**src/rtl/fpga_cap_pkg.sv**
```systemverilog
// Shared types and constants for the FIR snapshot capture buffer.
// State encoding, register map indices, trigger modes, CTRL bit positions.
package fpga_cap_pkg;

  typedef enum logic [1:0] {
    IDLE    = 2'd0,
    ARMED   = 2'd1,
    CAPTURE = 2'd2,
    DONE    = 2'd3
  } cap_state_e;

  localparam logic [1:0] REG_CTRL   = 2'd0;
  localparam logic [1:0] REG_STATUS = 2'd1;
  localparam logic [1:0] REG_CFG    = 2'd2;
  localparam logic [1:0] REG_DATA   = 2'd3;

  localparam logic [1:0] MODE_IMM   = 2'd0;
  localparam logic [1:0] MODE_LEVEL = 2'd1;
  localparam logic [1:0] MODE_FRAME = 2'd2;

  localparam int CTRL_ARM     = 0;
  localparam int CTRL_ABORT   = 1;
  localparam int CTRL_MODE_LO = 2;
  localparam int STAT_IRQ     = 2;

  function automatic logic [3:0] lane_be(input logic [1:0] lane);
    return 4'b0001 << lane;
  endfunction

endpackage

```
**src/rtl/fpga_capture_buf_if.sv**
```systemverilog
// Bus bundle for the capture buffer: AXI4-Stream sample sink, APB slave, irq.
// slave = capture buffer side, master = filter/CPU side.
interface fpga_capture_buf_if;
  logic [7:0]  axis4_s_tdata;
  logic        axis4_s_tvalid;
  logic        axis4_s_tready;
  logic        axis4_s_tlast;
  logic [3:0]  apb_slave_paddr;
  logic        apb_slave_psel;
  logic        apb_slave_penable;
  logic        apb_slave_pwrite;
  logic [31:0] apb_slave_pwdata;
  logic [31:0] apb_slave_prdata;
  logic        apb_slave_pready;
  logic        irq;

  modport slave (
    input  axis4_s_tdata, axis4_s_tvalid, axis4_s_tlast,
    output axis4_s_tready,
    input  apb_slave_paddr, apb_slave_psel, apb_slave_penable,
    input  apb_slave_pwrite, apb_slave_pwdata,
    output apb_slave_prdata, apb_slave_pready,
    output irq
  );

  modport master (
    output axis4_s_tdata, axis4_s_tvalid, axis4_s_tlast,
    input  axis4_s_tready,
    output apb_slave_paddr, apb_slave_psel, apb_slave_penable,
    output apb_slave_pwrite, apb_slave_pwdata,
    input  apb_slave_prdata, apb_slave_pready,
    input  irq
  );
endinterface

```
**src/rtl/fpga_cap_ram.sv**
```systemverilog
// Simple dual-port 32-bit sample RAM with byte enables and registered read.
// Ports: clk, write port (we/waddr/be/wdata), read port (re/raddr/rdata).
module fpga_cap_ram #(
  parameter int ADDR_W = 6
) (
  input  logic              clk,
  input  logic              we,
  input  logic [ADDR_W-1:0] waddr,
  input  logic [3:0]        be,
  input  logic [31:0]       wdata,
  input  logic              re,
  input  logic [ADDR_W-1:0] raddr,
  output logic [31:0]       rdata
);

  logic [31:0] mem [2**ADDR_W];

  always_ff @(posedge clk) begin
    if (we) begin
      for (int b = 0; b < 4; b++) begin
        if (be[b]) mem[waddr][8*b +: 8] <= wdata[8*b +: 8];
      end
    end
    if (re) rdata <= mem[raddr];
  end

endmodule

```
**src/rtl/fpga_capture_buf.sv**
```systemverilog
// Snapshot capture of filtered AXIS samples, read back over APB as packed words.
// Ports: clk, rstn (async low), bus (AXIS sink + APB slave + irq).
module fpga_capture_buf
  import fpga_cap_pkg::*;
#(
  parameter int DEPTH_LOG2 = 8
) (
  input logic clk,
  input logic rstn,
  fpga_capture_buf_if.slave bus
);

  localparam int AW = DEPTH_LOG2 - 2;
  localparam int CW = DEPTH_LOG2 + 1;
  localparam logic [CW-1:0] DEPTH = {1'b1, {DEPTH_LOG2{1'b0}}};

  cap_state_e         state;
  logic               irq_q;
  logic [CW-1:0]      count;
  logic [AW-1:0]      rd_widx;
  logic [1:0]         mode;
  logic signed [7:0]  thr;
  logic [15:0]        len;
  logic signed [7:0]  prev;
  logic               prev_valid;
  logic               last_seen;
  logic               rd_wait;

  logic               acc, wr, rd;
  logic [1:0]         ridx;
  logic               data_rd, ctrl_wr;
  logic               arm, abort;
  logic               beat, trig;
  logic signed [7:0]  sample;
  logic [CW-1:0]      len_eff;
  logic [CW-1:0]      count_nx;

  logic               ram_we, ram_re;
  logic [DEPTH_LOG2-1:0] wr_idx;
  logic [31:0]        ram_q;
  logic [31:0]        data_word;
  logic [31:0]        rdata;
  logic               unused_ok;

  assign acc     = bus.apb_slave_psel & bus.apb_slave_penable;
  assign wr      = acc & bus.apb_slave_pwrite;
  assign rd      = acc & ~bus.apb_slave_pwrite;
  assign ridx    = bus.apb_slave_paddr[3:2];
  assign data_rd = rd & (ridx == REG_DATA);
  assign ctrl_wr = wr & (ridx == REG_CTRL);
  assign arm     = ctrl_wr & bus.apb_slave_pwdata[CTRL_ARM];
  assign abort   = ctrl_wr & bus.apb_slave_pwdata[CTRL_ABORT];
  assign beat    = bus.axis4_s_tvalid;
  assign sample  = bus.axis4_s_tdata;
  assign count_nx = count + 1'b1;

  assign unused_ok = ^{bus.apb_slave_pwdata[15:8],
                       bus.apb_slave_paddr[1:0]};

  // LEN of 0 or beyond the RAM means a full-depth capture.
  always_comb begin
    len_eff = len[CW-1:0];
    if (len == 16'd0 || len > 16'(DEPTH)) len_eff = DEPTH;
  end

  always_comb begin
    trig = 1'b1;
    unique case (1'b1)
      (mode == MODE_LEVEL):
        trig = prev_valid && (prev < thr) && (sample >= thr);
      (mode == MODE_FRAME):
        trig = last_seen;
      default:
        trig = 1'b1;
    endcase
  end

  // A beat in the same cycle as ARM/ABORT is dropped.
  assign ram_we = beat & ~arm & ~abort &
                  (((state == ARMED) & trig) | (state == CAPTURE));
  assign wr_idx = (state == ARMED) ? '0 : count[DEPTH_LOG2-1:0];
  assign ram_re = data_rd & ~rd_wait;

  fpga_cap_ram #(.ADDR_W(AW)) u_ram (
    .clk   (clk),
    .we    (ram_we),
    .waddr (wr_idx[DEPTH_LOG2-1:2]),
    .be    (lane_be(wr_idx[1:0])),
    .wdata ({4{bus.axis4_s_tdata}}),
    .re    (ram_re),
    .raddr (rd_widx),
    .rdata (ram_q)
  );

  always_ff @(posedge clk or negedge rstn) begin
    if (!rstn) begin
      state      <= IDLE;
      irq_q      <= 1'b0;
      count      <= '0;
      rd_widx    <= '0;
      mode       <= MODE_IMM;
      thr        <= '0;
      len        <= '0;
      prev       <= '0;
      prev_valid <= 1'b0;
      last_seen  <= 1'b0;
      rd_wait    <= 1'b0;
    end else begin
      rd_wait <= data_rd & ~rd_wait;
      if (data_rd && rd_wait && state == DONE) rd_widx <= rd_widx + 1'b1;
      if (ctrl_wr) mode <= bus.apb_slave_pwdata[CTRL_MODE_LO +: 2];
      if (wr && ridx == REG_CFG) begin
        thr <= bus.apb_slave_pwdata[7:0];
        len <= bus.apb_slave_pwdata[31:16];
      end
      if (abort) begin
        state <= IDLE;
        irq_q <= 1'b0;
      end else if (arm) begin
        state      <= ARMED;
        count      <= '0;
        rd_widx    <= '0;
        irq_q      <= 1'b0;
        prev_valid <= 1'b0;
        last_seen  <= 1'b0;
      end else begin
        if (wr && ridx == REG_STATUS && bus.apb_slave_pwdata[STAT_IRQ])
          irq_q <= 1'b0;
        if (beat) begin
          case (state)
            ARMED: begin
              prev       <= sample;
              prev_valid <= 1'b1;
              last_seen  <= bus.axis4_s_tlast;
              if (trig) begin
                count <= CW'(1);
                if (len_eff == CW'(1)) begin
                  state <= DONE;
                  irq_q <= 1'b1;
                end else begin
                  state <= CAPTURE;
                end
              end
            end
            CAPTURE: begin
              count <= count_nx;
              if (count_nx == len_eff) begin
                state <= DONE;
                irq_q <= 1'b1;
              end
            end
            default: ;
          endcase
        end
      end
    end
  end

  // Bytes past the captured length are zeroed so stale RAM never leaks.
  always_comb begin
    data_word = '0;
    for (int b = 0; b < 4; b++) begin
      if ({1'b0, rd_widx, 2'(b)} < count)
        data_word[8*b +: 8] = ram_q[8*b +: 8];
    end
  end

  assign bus.apb_slave_pready = ~(data_rd & ~rd_wait);

  always_comb begin
    rdata = '1;
    if (rd && bus.apb_slave_pready) begin
      case (ridx)
        REG_CTRL:   rdata = {28'd0, mode, 2'b00};
        REG_STATUS: rdata = {16'(count), 13'd0, irq_q, state};
        REG_CFG:    rdata = {len, 8'd0, thr};
        default:    rdata = (state == DONE) ? data_word : 32'd0;
      endcase
    end
  end

  assign bus.apb_slave_prdata = rdata;
  assign bus.axis4_s_tready   = 1'b1;
  assign bus.irq              = irq_q;

endmodule
```
**src/flat_wrapper.sv**
```systemverilog
// flat-port wrapper written by rule: the top's interface ports become plain ports
module fpga_capture_buf_flat import fpga_cap_pkg::*;
#(
  parameter int DEPTH_LOG2 = 8
)
  (clk, rstn, bus_axis4_s_tdata, bus_axis4_s_tvalid, bus_axis4_s_tlast, bus_axis4_s_tready, bus_apb_slave_paddr, bus_apb_slave_psel, bus_apb_slave_penable, bus_apb_slave_pwrite, bus_apb_slave_pwdata, bus_apb_slave_prdata, bus_apb_slave_pready, bus_irq);
  fpga_capture_buf_if bus_i ();
  input logic clk;
  input logic rstn;
  input wire logic [$bits(bus_i.axis4_s_tdata)-1:0] bus_axis4_s_tdata;
  input wire logic [$bits(bus_i.axis4_s_tvalid)-1:0] bus_axis4_s_tvalid;
  input wire logic [$bits(bus_i.axis4_s_tlast)-1:0] bus_axis4_s_tlast;
  output wire logic [$bits(bus_i.axis4_s_tready)-1:0] bus_axis4_s_tready;
  input wire logic [$bits(bus_i.apb_slave_paddr)-1:0] bus_apb_slave_paddr;
  input wire logic [$bits(bus_i.apb_slave_psel)-1:0] bus_apb_slave_psel;
  input wire logic [$bits(bus_i.apb_slave_penable)-1:0] bus_apb_slave_penable;
  input wire logic [$bits(bus_i.apb_slave_pwrite)-1:0] bus_apb_slave_pwrite;
  input wire logic [$bits(bus_i.apb_slave_pwdata)-1:0] bus_apb_slave_pwdata;
  output wire logic [$bits(bus_i.apb_slave_prdata)-1:0] bus_apb_slave_prdata;
  output wire logic [$bits(bus_i.apb_slave_pready)-1:0] bus_apb_slave_pready;
  output wire logic [$bits(bus_i.irq)-1:0] bus_irq;
  assign bus_i.axis4_s_tdata = bus_axis4_s_tdata;
  assign bus_i.axis4_s_tvalid = bus_axis4_s_tvalid;
  assign bus_i.axis4_s_tlast = bus_axis4_s_tlast;
  assign bus_axis4_s_tready = bus_i.axis4_s_tready;
  assign bus_i.apb_slave_paddr = bus_apb_slave_paddr;
  assign bus_i.apb_slave_psel = bus_apb_slave_psel;
  assign bus_i.apb_slave_penable = bus_apb_slave_penable;
  assign bus_i.apb_slave_pwrite = bus_apb_slave_pwrite;
  assign bus_i.apb_slave_pwdata = bus_apb_slave_pwdata;
  assign bus_apb_slave_prdata = bus_i.apb_slave_prdata;
  assign bus_apb_slave_pready = bus_i.apb_slave_pready;
  assign bus_irq = bus_i.irq;
  fpga_capture_buf #(.DEPTH_LOG2(DEPTH_LOG2)) u_core (.clk(clk), .rstn(rstn), .bus(bus_i));
endmodule
```
**config.mk**
```make
export PLATFORM = sky130hd
export DESIGN_NAME = fpga_capture_buf_flat
export DESIGN_NICKNAME = d
export VERILOG_FILES = /design/src/rtl/fpga_cap_pkg.sv /design/src/rtl/fpga_capture_buf_if.sv /design/src/rtl/fpga_cap_ram.sv /design/src/rtl/fpga_capture_buf.sv /design/src/flat_wrapper.sv
export SDC_FILE = /design/constraint.sdc
export NUM_CORES = 2
export LEC_CHECK = 0
export BUFFER_PORTS_ARGS = -buffer_cell sky130_fd_sc_hd__buf_4
export CAP_MARGIN = 10
export CORE_UTILIZATION = 52
export CTS_CLUSTER_DIAMETER = 100
export DETAILED_ROUTE_END_ITERATION = 10
export GPL_ROUTABILITY_DRIVEN = 0
export PLACE_DENSITY = 0.64
export RECOVER_POWER = 50
export SKIP_CTS_REPAIR_TIMING = 1
export SYNTH_ARGS = -nofsm -noshare
export SYNTH_HDL_FRONTEND = slang
export SYNTH_SLANG_ARGS = --single-unit
```
**constraint.sdc**
```tcl
create_clock -name clk -period 5.11 [get_ports clk]
set_input_delay 1.533 -clock clk [delete_from_list [all_inputs] [get_ports clk]]
set_output_delay 1.533 -clock clk [all_outputs]
set_load 0.005 [all_outputs]
```
# Word level (Yosys, flattened, before mapping)
# Memory sizes are Yosys's and may differ from the RTL's. A register that Yosys moved wholly into a read port is not among the register bits.
# Cells that the tools add are included.
# Widths: inputs -> output; s select.
[word_totals]
reg_bits = 55
ram_bits = 2048
inputBits = 51
output_inout_bits = 35
elab_cells = 123
n_memories = 1
[op_classes]
addsub = 2
n_lt_le_gt_ge = 7
n_eq_ne = 13
shift = 1
n_mux = 50
bitwise_logic = 18
reduce_logical = 20
[mem_list]
columns = ["name", "depth", "word_bits", "read_ports", "rd_clocked_by_memory_dff", "write_ports", "line_no", "rtl"]
rows = [
  ["u_core.u_ram.mem", 64, 32, 1, 1, 1, "fpga_cap_ram.sv:16", "logic [31:0] mem [2**ADDR_W];"],
]
[ops]
columns = ["cell", "n"]
rows = [
  ["$pmux 32 s3", 1],
  ["$mux 32", 2],
  ["$mux 8", 5],
  ["$lt 8x9->1", 4],
  ["$mux 9", 4],
  ["$mux 1", 26],
  ["$mux 6", 3],
  ["$pmux 9 s2", 1],
  ["$gt 16x9->1 const B", 1],
  ["$logic_not 16->1", 1],
  ["$and 1x1->1", 12],
  ["$reduce_and 4->1", 3],
  ["$eq 2x2->1 const B", 5],
  ["$mux 2", 5],
  ["$add 9x1->9 const B", 1],
  ["$eq 9x1->1 const B", 1],
  ["$eq 9x9->1", 1],
  ["$ge 8x8->1", 1],
  ["$logic_and 1x1->1", 8],
  ["$lt 8x8->1", 1],
  ["$add 6x1->6 const B", 1],
  ["$eq 2x1->1 const B", 3],
  ["$reduce_bool 3->1", 2],
  ["$not 1->1", 5],
  ["12 further kinds", 14],
]

# Logic depth before layout (Yosys ltp)
[logic_depth]
word_depth = 11
ltp_mapped = 11
mapped_depth_nobuf = 9

# Hierarchy
# From an unflattened synthesis, not the netlist that was laid out.
[unflattened]
hier_cells = 4035
area_unflattened_um2 = 84203.3
[modules_own_cells]
columns = ["mod", "instances", "cells_per_inst", "area_each_um2", "seq_area_each_um2"]
rows = [
  ["fpga_cap_ram", 1, 3576, 80091.8, 62459.9],
  ["fpga_capture_buf", 1, 459, 4111.4, 1376.3],
]

# Worst setup path before layout
# Ideal clock, no wire load.
[synth_timing]
path_kind = "input -> output"
start = "input bus_apb_slave_paddr[2]"
end = "output bus_apb_slave_prdata[4]"
arrival_ns = 2.952
required_time_ns = 3.577
path_slack_ns = 0.625
cell_stages = 6
path_buffers = 1
cell_sequence = "clkbuf_1 -> and3_1 -> o21ai_0 -> or2_2 -> a21oi_1 -> a221o_1"
[synth_between]
elab_chain_cells = 6
word_cells_on_any_way = 10
cone_classes = "eq/ne (3); mux (2); bitwise (3); reduce/logical (2)"
[synth_rtl]
columns = ["element", "line_no", "rtl"]
rows = [
  ["start, declared", "flat_wrapper.sv:14", "input wire logic [$bits(bus_i.apb_slave_paddr)-1:0] bus_apb_slave_paddr;"],
  ["$eq 2x2->1", "fpga_capture_buf.sv:49", "assign data_rd = rd & (ridx == REG_DATA);"],
  ["$and 1x1->1", "fpga_capture_buf.sv:49", ""],
  ["$and 1x1->1", "fpga_capture_buf.sv:168", "assign bus.apb_slave_pready = ~(data_rd & ~rd_wait);"],
  ["$not 1->1", "fpga_capture_buf.sv:168", ""],
  ["$logic_and 1x1->1", "fpga_capture_buf.sv:172", "if (rd && bus.apb_slave_pready) begin"],
  ["$mux 32 *", "fpga_capture_buf.sv:172", ""],
  ["end, declared", "flat_wrapper.sv:19", "output wire logic [$bits(bus_i.apb_slave_prdata)-1:0] bus_apb_slave_prdata;"],
]
# Mark *: on every way between the ends. The rest lies on a longest branch, timed or not.

# Worst setup path in the final report
[layout_timing]
start = "register u_core.count[6]"
end = "output bus_apb_slave_prdata[7]"
[layout_between]
elab_chain_cells = 5
[layout_rtl]
columns = ["element", "line_no", "rtl"]
rows = [
  ["start, declared", "fpga_capture_buf.sv:19", "logic [CW-1:0] count;"],
  ["start signal, assigned", "fpga_capture_buf.sv:146", "count <= count_nx;"],
  ["$lt 8x9->1", "fpga_capture_buf.sv:163", "if ({1'b0, rd_widx, 2'(b)} < count)"],
  ["$mux 8", "fpga_capture_buf.sv:163", ""],
  ["$mux 32", "fpga_capture_buf.sv:177", "default: rdata = (state == DONE) ? data_word : 32'd0;"],
  ["$pmux 32 s3", "fpga_capture_buf.sv:173", "case (ridx)"],
  ["$mux 32", "fpga_capture_buf.sv:172", ""],
]
# No other way between the ends.

==> flow_summary.yaml <==
cts:
  cts_htree_levels: 4
  ctsLongestPathBuffers: 3
  cts.sink_count: 2135
  cts-root-buf: "sky130_fd_sc_hd__clkbuf_16"
  tritoncts.num_buffers: 208
  cts_tree: "done"
  clkLatencyLatePin_ps: 850
  cts.reportedPaths.clkPinSlew_ps: 60
synth:
  synthesis.area_sq_um: 84800
  synth.most_common_cell: "sky130_fd_sc_hd__edfxtp_1"
  async_set_reset_flop_share_out_of_synthesis_pct: 2.58
  ys.warnings.count: 0
  synth_commonest_cells: "2080 x sky130_fd_sc_hd__edfxtp_1, 347 x sky130_fd_sc_hd__mux4_2, 333 x sky130_fd_sc_hd__mux2i_1"
  seq_area_frac_synth_pct: 75.3
  synth_top_area_share_pct: 73.6
  synth_cells: 4537
  syn_avg_cell_area_sq_um: 18.7
  synth_ff_type: "sky130_fd_sc_hd__edfxtp_1"
  synth_cell_type_count: 62
  yosysTopAreaCell: "sky130_fd_sc_hd__edfxtp_1"
  synth_top_cells_by_area: "sky130_fd_sc_hd__edfxtp_1 74%, sky130_fd_sc_hd__mux4_2 9.2%, sky130_fd_sc_hd__mux2i_1 3.9%"
  post_syn_nets: 4617
  edff_count_synth: 2080
  seq_cells_post_synth: 2135
finish:
  fin_area_sq_um: 94900
  finish.cell_count_without_fillers: 7063
  postLayoutCoreUtil_pct: 58.8
  multi_input_comb_area_sq_um: 19800
  ff_latch_area_sq_um: 63900
  drive_gt1_share_pct: 20.2
  fillerInstances: 11827
  flow.area_growth_from_synthesis_pct: 11.8
  final_nets: 4805
setup_path:
  critical_path_start_end_classification: "flop to primary output"
  slowest_delay_ps: 500
  crit_arrival_ps: 3410
  crit_slowest_cell: "sky130_fd_sc_hd__dfrtp_2"
  setup.worst_path.end_class: "primary output"
  cp_cell_sequence: "inv_1 -> ha_1 -> a21o_1 -> a21oi_1 -> o21ai_0 -> or2_2 -> a21oi_1 -> buf_4 -> a221o_1 -> buf_4"
  worst_setup_path_startpoint: "u_core.count[6]$_DFFE_PN0P_"
  r2r-start: "u_core.state[0]$_DFFE_PN0P_"
  crit_path_start_kind: "flop"
  worst_path_required_time_ps: 3580
  crit_buf_inv: 3
  critPathTopFamily: "compound AO/OA/AOI/OAI gates"
  number_of_cells_on_the_critical_path: 10
  ff2ff_path_depth: 9
  critical_path_peak_fanout: 10
placement:
  place_ws_ps: 437
  placement.io_buffers: 74
  placed_area_sq_um: 88600
  place.detailed.instances: 6675
  place_hpwl_microns: 131000
routing:
  detail_route.first_pass.iterations: 6
  drt_drc_violations_left: 0
  drt_iter0_markers: 5371
  highest_layer: "met5"
  detailroute.via_count: 43722
  drtAntennaViolNets: 0
  wl_met3_microns: 14900
  via_per_inst: 6.19
  route.layer.met1.wl_microns: 87800
  wl_microns: 207000
  met2_wirelength_microns: 98300
  wire_per_inst_microns: 29.3
sta:
  max_slew_margin_pct: -109
  finClkSkew_ps: 32.3
  final_max_slew_viol_count: 1085
  final_period_minus_worst_setup_slack_ps: 4940
  setup_viol_count_final: 0
  final-hold-violation-count: 0
  worst_slew_pin_slew_ps: 3130
  grt_setup_unrepaired: "no"
  fmax_mhz: 202
  pnr_worst_setup_slack_ps: 172
  post-route-period-util_pct: 96.6
run_status:
  failing_checks: "capacitance limit, slew limit"
  outcome: "complete, but fails checks"
floorplan:
  start_util_pct: 52.6
  floorplan.die.width_microns: 406
  ios: 86
  floorplan.rows: 147
  core_ar_sq_um: 161000
  floorplan.die_area_sq_um: 165000
  die_height_microns: 406
worst_hold_path:
  min-delay-start: "u_core.prev[0]$_DFFE_PN0P_"
  holdPathStages: 2
  holdCritPathClass: "flop to flop"
grt:
  groute.usage.overall_pct: 25.3
  overflow: 0
  grt_pass1_wl_microns: 299000
  grt_max_degree: 212
  number_of_antenna_violations_at_the_first_check_in_global_routing: 26
  via_count_of_the_first_global_routing_pass: 42978
power_and_ir_drop:
  power_per_cell_area_nw_per_um2: 382
  vdd.ir_drop.worst_v: 0.000342
  leakage_power_figure_nw: 28.2
job:
  maxCapViolCount: 16
## layer usage
metal	vias to the layer above	global-route usage [%]
li1	18835	-
met1	22854	36.8
met2	1706	39.6
met3	323	4.04
met4	4	7.81
met5	-	0
## report_power, final
part           internal [mW]  leakage, nW  switching (mW)
registers               19.4         19.4           0.186
logic                  0.520         5.69            1.32
clock network           8.39         3.17            6.43
total                   28.3         28.2            7.94
## layout by cell type, fill, tap and decap left out, drive strengths merged, types with 6 or more instances in the layout
cell,n
nand2,236
mux2i,333
nor3,14
a21o,15
nand3,17
ha,29
dfrtp,55
a21oi,232
buf,192
mux2,133
a221o,12
bufinv,17
nor2,285
a211o,7
clkinvlp,9
nor2b,7
o22ai,110
mux4,347
xnor2,7
inv,34
clkinv,92
o21ai,134
o221ai,110
edfxtp,2080
clkbuf,305
a221oi,11
xor2,6
## stage by stage
stage                     setup TNS, ps  hold slack, ps  power, mW
after floorplan                       0             441       20.8
after global placement                0             465       21.8
after detailed placement              0             485       21.8
after CTS                          -832             499       36.4
after global routing                  0             515       37.3
final                                 0             496       36.3
## cell type report
| cell class | instances | area share, % |
|---|---|---|
| diodes | 3 | 0.00791 |
| repair buffers | 239 | 2.00 |
| flip-flops and latches | 2135 | 67.3 |
| well taps | 2160 | 2.85 |
| inverters | 25 | 0.0989 |
| clock inverters | 127 | 1.17 |
| multi-input cells | 2116 | 20.8 |
| clock buffers | 258 | 5.73 |
## registers in the layout (all words and copies together) (netlist names), 2 cells and up
signal,cells
u_core.thr,8
u_core.count,9
u_core.len,16
u_core.rd_widx,6
u_core.prev,8
u_core.state,2
u_core.u_ram.rdata,32
u_core.u_ram.mem,2048
u_core.mode,2
## final timing paths
check                      slack, ps                                  to
hold / removal                   500          u_core.prev[0]$_DFFE_PN0P_
max in group asynchronous       1160         u_core.rd_widx[2]$_DFF_PN0_
min in group asynchronous       1730         u_core.count[1]$_DFFE_PN0P_
hold reg to reg                  500          u_core.prev[0]$_DFFE_PN0P_
setup / recovery                 170             bus_apb_slave_prdata[7]
setup reg to reg                 920  u_core.u_ram.mem[45][20]$_DFFE_PP_
## worst min-delay path, stage by stage, from the launching register on
cell                      delay (ps)
sky130_fd_sc_hd__dfrtp_1         340
sky130_fd_sc_hd__nand2_1          50
sky130_fd_sc_hd__o21ai_0          70
## kinds of logic (layout without fill, tap and decap cells)
kind of cell | count (synthesis) | after routing | synth area share (%)
XOR/XNOR | 13 | 13 | 0.134
other | 1 | 4 | 0.00442
buffers and inverters | 286 | 649 | 1.48
AND/OR/NAND/NOR | 606 | 606 | 2.96
multiplexers | 813 | 813 | 14.9
AO/OA/AOI/OAI | 654 | 654 | 4.82
flip-flops | 2135 | 2135 | 75.3
adder cells (fa/ha/maj) | 29 | 29 | 0.428
No activity file was read; power rests on OpenSTA's default activity.
